--- config.mk ---
export PLATFORM = sky130hd
export DESIGN_NAME = cls_frame_ctrl_flat
export DESIGN_NICKNAME = d
export VERILOG_FILES = /design/src/rtl/cls_pkg.sv /design/src/rtl/cls_frame_ctrl_if.sv /design/src/rtl/cls_settle_timer.sv /design/src/rtl/cls_frame_ctrl.sv /design/src/flat_wrapper.sv
export SDC_FILE = /design/constraint.sdc
export NUM_CORES = 1
export LEC_CHECK = 0
export ABC_AREA = 1
export CAP_MARGIN = 40
export CORE_ASPECT_RATIO = 1.5
export CORE_MARGIN = 2
export CORE_UTILIZATION = 49
export DETAILED_ROUTE_END_ITERATION = 10
export PLACE_DENSITY = 0.8
export SETUP_SLACK_MARGIN = 0.15
export SYNTH_ARGS = -nofsm -noshare
export SYNTH_HDL_FRONTEND = slang
export SYNTH_SLANG_ARGS = --single-unit
--- constraint.sdc ---
create_clock -name clk -period 1.5 [get_ports clk]
set_input_delay 0.15 -clock clk [delete_from_list [all_inputs] [get_ports clk]]
set_output_delay 0.15 -clock clk [all_outputs]
set_load 0.01 [all_outputs]
--- src/rtl/cls_pkg.sv ---
// Shared constants, FSM state encoding and result payload for the frame classifier controller.
package cls_pkg;
    localparam int unsigned NFEAT   = 7;
    localparam int unsigned FW      = 5;
    localparam int unsigned NCLS    = 3;
    localparam int unsigned CW      = 2;
    localparam int unsigned VW      = 2 * NCLS;
    localparam int unsigned FRAME_W = NFEAT * FW;

    typedef enum logic [1:0] {
        ST_COLLECT = 2'd0,
        ST_SETTLE  = 2'd1,
        ST_RESULT  = 2'd2
    } cls_state_e;

    typedef struct packed {
        logic [CW-1:0] cls;
        logic [VW-1:0] votes;
        logic          err;
    } cls_res_t;
endpackage

--- src/rtl/cls_frame_ctrl_if.sv ---
// Feature stream, classifier tap and result handshake of cls_frame_ctrl.
interface cls_frame_ctrl_if;
    import cls_pkg::*;

    logic               feat_valid;
    logic [FW-1:0]      feat_data;
    logic               feat_last;
    logic               feat_ready;
    logic [FRAME_W-1:0] cls_inp;
    logic [CW-1:0]      cls_out;
    logic [VW-1:0]      cls_predo;
    logic               res_valid;
    logic               res_ready;
    logic [CW-1:0]      res_class;
    logic [VW-1:0]      res_votes;
    logic               res_err;

    modport slave (
        input  feat_valid, feat_data, feat_last, cls_out, cls_predo, res_ready,
        output feat_ready, cls_inp, res_valid, res_class, res_votes, res_err
    );

    modport master (
        output feat_valid, feat_data, feat_last, cls_out, cls_predo, res_ready,
        input  feat_ready, cls_inp, res_valid, res_class, res_votes, res_err
    );
endinterface

--- src/rtl/cls_settle_timer.sv ---
// Loadable down-counter: done rises one cycle after the count has reached zero while enabled.
module cls_settle_timer #(
    parameter int unsigned SETTLE_CYC = 4
) (
    input  logic clk,
    input  logic rst_n,
    input  logic load,
    input  logic en,
    output logic done
);
    localparam int unsigned CNT_W = 4;

    logic [CNT_W-1:0] cnt_q;

    always_ff @(posedge clk) begin
        if (!rst_n) begin
            cnt_q <= '0;
            done  <= 1'b0;
        end else if (load) begin
            cnt_q <= CNT_W'(SETTLE_CYC - 1);
            done  <= 1'b0;
        end else if (en) begin
            if (cnt_q == '0) begin
                done <= 1'b1;
            end else begin
                cnt_q <= cnt_q - CNT_W'(1);
            end
        end
    end
endmodule

--- src/rtl/cls_frame_ctrl.sv ---
// Collects a feature frame for a combinational classifier and hands back its registered verdict.
// Define CLS_SETTLE_EN to wait SETTLE_CYC extra cycles for the classifier before capture.
module cls_frame_ctrl #(
    parameter int unsigned NFEAT      = 7,
    parameter int unsigned FW         = 5,
    parameter int unsigned NCLS       = 3,
    parameter int unsigned SETTLE_CYC = 4
) (
    input logic             clk,
    input logic             rst_n,
    cls_frame_ctrl_if.slave bus
);
    import cls_pkg::*;

    localparam int unsigned IW        = (NFEAT > 1) ? $clog2(NFEAT) : 1;
    localparam logic [1:0]  S_COLLECT = 2'(ST_COLLECT);
`ifdef CLS_SETTLE_EN
    localparam logic [1:0]  S_SETTLE  = 2'(ST_SETTLE);
`endif
    localparam logic [1:0]  S_RESULT  = 2'(ST_RESULT);

    // The interface is sized by cls_pkg, so overrides must agree with it.
    if (NFEAT != cls_pkg::NFEAT || FW != cls_pkg::FW || NCLS != cls_pkg::NCLS
        || SETTLE_CYC < 1 || SETTLE_CYC > 15) begin : g_param_check
        $error("cls_frame_ctrl: parameters must match cls_pkg and SETTLE_CYC must be 1..15");
    end

    logic [1:0]         state_q;
    logic [1:0]         state_d;
    logic [IW-1:0]      idx_q;
    logic               err_q;
    logic [FRAME_W-1:0] inp_q;
    logic               feat_ready_q;
    logic               res_valid_q;
    cls_res_t           res_q;

    logic               feat_hs_c;
    logic               frame_end_c;
    logic               frame_err_c;
    logic               capture_c;
    logic               res_hs_c;

`ifdef CLS_SETTLE_EN
    logic               settle_done_c;

    cls_settle_timer #(
        .SETTLE_CYC(SETTLE_CYC)
    ) u_settle_timer (
        .clk  (clk),
        .rst_n(rst_n),
        .load (frame_end_c),
        .en   (state_q == S_SETTLE),
        .done (settle_done_c)
    );
`endif

    // Next state and per-cycle strobes.
    always_comb begin
        state_d     = state_q;
        feat_hs_c   = 1'b0;
        frame_end_c = 1'b0;
        frame_err_c = 1'b0;
        capture_c   = 1'b0;
        res_hs_c    = 1'b0;
        case (state_q)
            S_COLLECT: begin
                feat_hs_c   = bus.feat_valid && feat_ready_q;
                frame_end_c = feat_hs_c && (bus.feat_last || (idx_q == IW'(NFEAT - 1)));
                // A good frame ends with feat_last exactly on the last slot.
                frame_err_c = (idx_q == IW'(NFEAT - 1)) != bus.feat_last;
                if (frame_end_c) begin
`ifdef CLS_SETTLE_EN
                    state_d = S_SETTLE;
`else
                    state_d = S_RESULT;
`endif
                end
            end
`ifdef CLS_SETTLE_EN
            S_SETTLE: begin
                if (settle_done_c) begin
                    capture_c = 1'b1;
                    state_d   = S_RESULT;
                end
            end
`endif
            S_RESULT: begin
`ifndef CLS_SETTLE_EN
                capture_c = !res_valid_q;
`endif
                res_hs_c = res_valid_q && bus.res_ready;
                if (res_hs_c) begin
                    state_d = S_COLLECT;
                end
            end
            default: state_d = S_COLLECT;
        endcase
    end

    always_ff @(posedge clk) begin
        if (!rst_n) begin
            state_q      <= S_COLLECT;
            feat_ready_q <= 1'b1;
        end else begin
            state_q      <= state_d;
            feat_ready_q <= (state_d == S_COLLECT);
        end
    end

    // Frame buffer, length/error tracking and result capture.
    always_ff @(posedge clk) begin
        if (!rst_n) begin
            idx_q       <= '0;
            err_q       <= 1'b0;
            inp_q       <= '0;
            res_valid_q <= 1'b0;
            res_q       <= '0;
        end else begin
            if (feat_hs_c) begin
                for (int unsigned k = 0; k < NFEAT; k++) begin
                    if (idx_q == IW'(k)) begin
                        inp_q[FW*k +: FW] <= bus.feat_data;
                    end
                end
                idx_q <= idx_q + IW'(1);
                if (frame_end_c) begin
                    err_q <= frame_err_c;
                end
            end
            if (capture_c) begin
                res_q.cls   <= bus.cls_out;
                res_q.votes <= bus.cls_predo;
                res_q.err   <= err_q;
                res_valid_q <= 1'b1;
            end
            if (res_hs_c) begin
                inp_q       <= '0;
                idx_q       <= '0;
                err_q       <= 1'b0;
                res_valid_q <= 1'b0;
            end
        end
    end

    assign bus.feat_ready = feat_ready_q;
    assign bus.cls_inp    = inp_q;
    assign bus.res_valid  = res_valid_q;
    assign bus.res_class  = res_q.cls;
    assign bus.res_votes  = res_q.votes;
    assign bus.res_err    = res_q.err;
endmodule

--- src/flat_wrapper.sv ---
// flat-port wrapper written by rule: the top's interface ports become plain ports
module cls_frame_ctrl_flat import cls_pkg::*;
#(
    parameter int unsigned NFEAT      = 7,
    parameter int unsigned FW         = 5,
    parameter int unsigned NCLS       = 3,
    parameter int unsigned SETTLE_CYC = 4
)
  (clk, rst_n, bus_feat_valid, bus_feat_data, bus_feat_last, bus_cls_out, bus_cls_predo, bus_res_ready, bus_feat_ready, bus_cls_inp, bus_res_valid, bus_res_class, bus_res_votes, bus_res_err);
  cls_frame_ctrl_if bus_i ();
  input logic clk;
  input logic rst_n;
  input wire logic [$bits(bus_i.feat_valid)-1:0] bus_feat_valid;
  input wire logic [$bits(bus_i.feat_data)-1:0] bus_feat_data;
  input wire logic [$bits(bus_i.feat_last)-1:0] bus_feat_last;
  input wire logic [$bits(bus_i.cls_out)-1:0] bus_cls_out;
  input wire logic [$bits(bus_i.cls_predo)-1:0] bus_cls_predo;
  input wire logic [$bits(bus_i.res_ready)-1:0] bus_res_ready;
  output wire logic [$bits(bus_i.feat_ready)-1:0] bus_feat_ready;
  output wire logic [$bits(bus_i.cls_inp)-1:0] bus_cls_inp;
  output wire logic [$bits(bus_i.res_valid)-1:0] bus_res_valid;
  output wire logic [$bits(bus_i.res_class)-1:0] bus_res_class;
  output wire logic [$bits(bus_i.res_votes)-1:0] bus_res_votes;
  output wire logic [$bits(bus_i.res_err)-1:0] bus_res_err;
  assign bus_i.feat_valid = bus_feat_valid;
  assign bus_i.feat_data = bus_feat_data;
  assign bus_i.feat_last = bus_feat_last;
  assign bus_i.cls_out = bus_cls_out;
  assign bus_i.cls_predo = bus_cls_predo;
  assign bus_i.res_ready = bus_res_ready;
  assign bus_feat_ready = bus_i.feat_ready;
  assign bus_cls_inp = bus_i.cls_inp;
  assign bus_res_valid = bus_i.res_valid;
  assign bus_res_class = bus_i.res_class;
  assign bus_res_votes = bus_i.res_votes;
  assign bus_res_err = bus_i.res_err;
  cls_frame_ctrl #(.NFEAT(NFEAT), .FW(FW), .NCLS(NCLS), .SETTLE_CYC(SETTLE_CYC)) u_core (.clk(clk), .rst_n(rst_n), .bus(bus_i));
endmodule
Word level (Yosys, flattened, before mapping)
Cells that the tools add are included.

Bitwise operators: 1. Mux-type cells: 8. Add/subtract/negate cells: 1. Reductions and logical operators: 17. Eq/ne operators: 8.

Operators by type and width (count): AND reduction 2 bit (8); equality test 3 bit, second input constant (3); equality test 3 x 2 -> 1 bit, second input constant (2); two-way mux 1 bit (5); logical NOT 2 bit (2); two-way mux 2 bit (2); case mux 2 bit (2 select lines) (1); adder 3 x 1 -> 3 bit, second input constant (1); equality test 3 x 1 -> 1 bit, second input constant (1); logical AND 1 bit (3); logical NOT 3 bit (1); equality test 2 bit, second input constant (1); OR reduction 2 bit (1); logical NOT 1 bit (1); logical OR 1 bit (1); inequality test 1 bit (1); inverter 1 bit (1).

Logic and storage cells: 50. Flip-flop bits (word level): 52. Output and inout port bits: 46. Input bits: 18.

Depth between registers and ports, before layout
Depth after elaboration: 6. Mapped depth: 8. Depth with buffers taken out: 8.

Worst setup path after synthesis
OpenSTA, ideal clock, no wires.

Kind: flip-flop to flip-flop. From: register u_core.idx_q[0]. To: register u_core.err_q. Slack: 0.242 ns. Arrival time: 1.144 ns. Data required time: 1.386 ns. Setup time: 0.114 ns. Path buffers: 0. Clock period less this slack: 1.258 ns. Stages on the path, launching flop included: 9. Cells stage by stage: dfxtp_1 -> inv_1 -> ha_1 -> nand2_1 -> ha_1 -> inv_1 -> nand4_1 -> nand2_1 -> nor2_2.

Word-level cells in the longest chain between the ends: 5. Elaborated cells on any way between the ends: 7. Classes of those cells: eq/ne: 2; mux: 2; reduce/logical: 3.

RTL lines: start, declared (RTL line cls_frame_ctrl.sv:30) `logic [IW-1:0] idx_q;`; start signal, assigned (RTL line cls_frame_ctrl.sv:125) `idx_q <= idx_q + IW'(1);`; equality test 3 bit * (RTL line cls_frame_ctrl.sv:68, cls_frame_ctrl.sv:70); logical OR 1 bit (RTL line cls_frame_ctrl.sv:68) `frame_end_c = feat_hs_c && (bus.feat_last || (idx_q == IW'(NFEAT - 1)));`; logical AND 1 bit (RTL line cls_frame_ctrl.sv:68); two-way mux 1 bit (RTL line cls_frame_ctrl.sv:65) `case (state_q)`; AND reduction 2 bit (no line); end signal, assigned (RTL line cls_frame_ctrl.sv:127) `err_q <= frame_err_c;`; end, declared (RTL line cls_frame_ctrl.sv:31) `logic err_q;`.

Every way passes the cells marked *; elsewhere a longest branch is shown, timed or not. A chain may end at the register's enable or synchronous reset.

Worst setup path in the final report
From: register u_core.res_q (netlist bit u_core.bus.res_votes[5]). To: output bus_res_votes[5].

RTL lines: start, declared (RTL line cls_frame_ctrl.sv:35) `cls_res_t res_q;`; end, declared (RTL line flat_wrapper.sv:23) `output wire logic [$bits(bus_i.res_votes)-1:0] bus_res_votes;`.

No word-level cell between the ends.

==> results by stage <==
CTS:
- TritonCTS built the clock tree.
- The number of sinks handled by clock tree synthesis is 52.
- In this run, post-CTS hold repair placed 0 buffers.
- CTS placed an instance of clkbuf_8 at the clock tree root.
- Once the clock tree was built, the setup fixing pass inserted 0 buffers.
- No sink is reached through more buffers than the 2 on the longest clock path.
- The number of levels the H-tree was split into is 2.
- At the later pin of the worst-skew pair, clock insertion delay measures about 300 ps.
- Clock-pin slew was measured on the worst setup and hold paths at 90 ps.
- The number of buffers added by the clock tree synthesis step is 5.

Placed design:
- In this run, placement finished with an instance count of between 400 and 500.
- The last weighted congestion value of the routability-driven placer is between 0.8 and 0.9.
- During placement, the flow inserted port buffers numbering 63.
- The post-DP HPWL is about 4100 µm.
- Summing all placed instances gives a cell area of approximately 3300 µm².

Min path:
- The class of the tightest hold or removal check is primary input to register.
- The startpoint identified for the worst hold timing path is bus_cls_predo[3].

Critical path:
- The critical path starts at u_core.bus.res_votes[5].
- In this design, the largest share of critical-path delay is due to buffers and inverters.
- Traced cell by cell, the critical path runs through clkdlybuf4s50_1.
- The largest driver fanout on the critical path is 2.
- STA classifies the critical path endpoint as an output pin.
- STA classifies the critical path startpoint as a register.
- The kind of critical path is register to output pin.
- The number of buffer and inverter stages on the critical path is 1.
- The largest single stage delay on the critical path is 530 ps.
- The worst path required time is roughly 1400 ps.
- The arrival time of data at the critical path endpoint is 1160 ps.
- The critical path's slowest cell is clkdlybuf4s50_1.
- The startpoint identified for the worst register-to-register timing path is u_core.idx_q[0].

Synth:
- The count of flip-flops with a built-in enable after synthesis is 0.
- Synthesis produced 371 cells.
- The net count after synthesis is approximately 400.
- The post-synthesis average cell area is 6.951 µm².
- The post-synthesis instance area is ~2600 µm².
- In the synthesized netlist the async set-or-reset flop fraction comes to 0%.
- Synthesis instantiated 22 different standard cells from the library.
- In this run the biggest area consumer among cell types represents ~40% of the synthesized area.
- During synthesis, Yosys emitted a total of 0 warnings.
- The most frequently used flop master after synthesis is dfxtp_1.
- The sequential cell area fraction in the yosys report is 40.37%.
- In the post-synthesis netlist, the biggest area contributors are dfxtp_1 (40%), inv_1 (13%), nand2_1 (13%).
- The synthesized flop and latch total is 52.
- dfxtp_1 takes more of the synthesized area than any other cell.

Timing:
- The final count of pins violating max slew came to 0.
- Setup repair after global routing could not meet its margin everywhere.
- In the final timing run, aggregate negative setup slack is 0 ps.
- The worst hold slack is 428.0 ps.
- The total count of hold-check failures in the final report is 0.
- The minimum period implied by the final worst setup slack is 1312 ps.
- Setup violations remaining at the end of the flow were counted as 0.
- Static timing analysis puts the maximum clock frequency at between 700 and 800 MHz.
- The worst setup skew after layout is between 10 and 15 ps.
- After layout, the worst path uses roughly 87% of the clock period.

Floorplanning:
- Measured along the x axis, the die boundary spans around 63 µm.
- 64 I/O pins were placed.
- The height of the chip is between 90 and 100 µm.
- The starting density of the core is roughly half.
- The number of placement rows is 32.
- The die covers roughly 5900 µm².
- The core outline area is around 5100 µm².

GRT:
- The residual overflow from global routing is 0.
- The first global-routing pass estimated 9342 µm of wire.
- Global routing used ~19% of the available tracks.
- The initial antenna violation count came to 0.
- The largest net degree at the start of global routing is 39.
- The number of global-route vias before repair came to ~2200.

Power and ir drop:
- The worst-case vdd ir drop is about 0.00055 V.
- The ratio of total power to cell area is ~750 nW/µm².
- The analysis attributes to cell leakage a power of about 2.2 nW.

Cells and area:
- 0 antenna diodes ended up in the layout.
- Once layout is complete, the cells apart from fillers number around 500.
- The layout has between 400 and 500 filler cells.
- After routing the design area is about 3500 µm².
- The share of cells above drive strength 1 is 11.75%.
- After the last flow step, the layout net total stands at roughly 460.
- The relative area change from synthesis to final layout is 35.23%.

Drt:
- The total via count after detailed routing is ~2300.
- In the final routing, the length of wire on met1 measures ~2100 µm.
- In the final routed layout, each cell accounts on average for between 10 and 15 µm.
- The detailed router used layers up to and including met4.
- The first-pass iteration count of the detailed router is 6.
- The DRC violation total after the first TritonRoute iteration is 62.
- The length of routed met2 wiring is about 2900 µm.
- Dividing the detail-routed via count by the number of cells gives 4.618.
- The routed wire length is between 5000 and 6000 µm.
- The final routed DRC violation total is 0.
- After detailed routing, the met3 layer carries 302 µm of wire.
- The residual antenna-violating net count after detailed routing is 0.

Job:
- The max-cap check violation count is 0.

Status:
- The flow ran to the end, and the final reports show no timing, DRC or antenna violations.
[cells in the final DEF, fill, tap and decap left out]
cell type / netlist / final
clkdlybuf4s50_1: 0 / 18
dfxtp_2: 0 / 2
inv_2: 2 / 4
ha_4: 0 / 1
nor2_1: 50 / 50
inv_4: 0 / 1
nand3_1: 1 / 1
clkbuf_1: 1 / 1
clkbuf_8: 0 / 6
ha_1: 6 / 5
a21oi_1: 4 / 4
conb_1: 1 / 1
dlygate4sd2_1: 0 / 8
nand3_2: 6 / 6
nand2_1: 86 / 85
dfxtp_1: 52 / 49
buf_4: 5 / 2
clkinvlp_4: 0 / 1
nor2_4: 2 / 5
o21ai_0: 9 / 9
nand4_1: 31 / 31
nand2_2: 1 / 2
nand3_4: 1 / 1
nor2_8: 1 / 1
nor2_2: 17 / 14
inv_1: 87 / 84
dlymetal6s2s_1: 0 / 37
buf_12: 0 / 4
dfxtp_4: 0 / 1
[power breakdown]
part | internal (mW) | total [mW] | switching (mW)
logic | 0.154 | 0.353 | 0.199
registers | 1.41 | 1.43 | 0.0194
clock network | 0.376 | 0.836 | 0.460
total | 1.94 | 2.62 | 0.678
[final cells by class]
| class | count | area (µm²) | area share [%] |
|---|---|---|---|
| Tap cell | 68 | 85.08 | 2.440 |
| Sequential cell | 52 | 1047 | 30.03 |
| Clock inverter | 1 | 7.507 | 0.2153 |
| Timing Repair Buffer | 69 | 808.3 | 23.18 |
| Multi-Input combinational cell | 216 | 1116 | 32.01 |
| Inverter | 89 | 336.6 | 9.652 |
| Clock buffer | 7 | 86.33 | 2.476 |
[cell usage after synthesis, types with 4 or more instances]
master and instances:
a21oi_1 4, buf_4 5, buf_6 6, dfxtp_1 52, ha_1 6, inv_1 87, nand2_1 86, nand3_2 6
nand4_1 31, nor2_1 50, nor2_2 17, o21ai_0 9
[cell families (layout without fill, tap and decap cells)]
logic type                 Yosys count  in the layout  share of synthesized area (%)
and+or+nand+nor                    196            196                          36.54
buffers and inverters              103            166                          17.52
DFF                                 52             52                          40.37
AOI/OAI and AO/OA                   13             13                          2.523
adders and majority gates            6              6                          2.911
other                                1              1                         0.1454
[path summary, 6_finish.rpt]
kind         cells after the start                       to  slack (ps)
min                              3  u_core.bus.res_votes[3]         430
max                              1         bus_res_votes[5]         190
max reg2reg                      8             u_core.err_q         220
min reg2reg                      2       u_core.bus.res_err         500
[state kept, by name (all words and copies together), names as in the netlist]
name / flops
u_core.bus.cls_inp: 35
u_core.bus.feat_ready: 1
u_core.bus.res_class: 2
u_core.bus.res_err: 1
u_core.bus.res_valid: 1
u_core.bus.res_votes: 6
u_core.err_q: 1
u_core.idx_q: 3
u_core.state_q: 2
[repair_timing]
action / in CTS / in global routing
pin swaps: 0 / 1
endpoints found under the setup margin: 9 / 68
resized for setup: 11 / 48
[per-stage QoR]
stage	setup WS (ps)	utilization, %	power [mW]
after floorplan	242.4	-	1.676
after global placement	115.5	63.84	1.805
after detailed placement	77.85	63.84	1.815
after CTS	150.5	65.55	2.630
after global routing	116.7	68.04	2.730
final	188.1	68.04	2.619
[per-layer routing]
| layer | global-route usage (%) | vias to the layer above |
|---|---|---|
| met4 | 5.797 | 0 |
| met1 | 20.21 | 1021 |
| met2 | 37.59 | 58 |
| met5 | 0 | - |
| met3 | 4.496 | 12 |
| li1 | - | 1227 |
[worst min-delay path: cells and delay by family]
family	cells	cell delay, ps
AND/OR/NAND/NOR	2	150
buffers and inverters	1	400
Power figures use the tool's default switching activity.
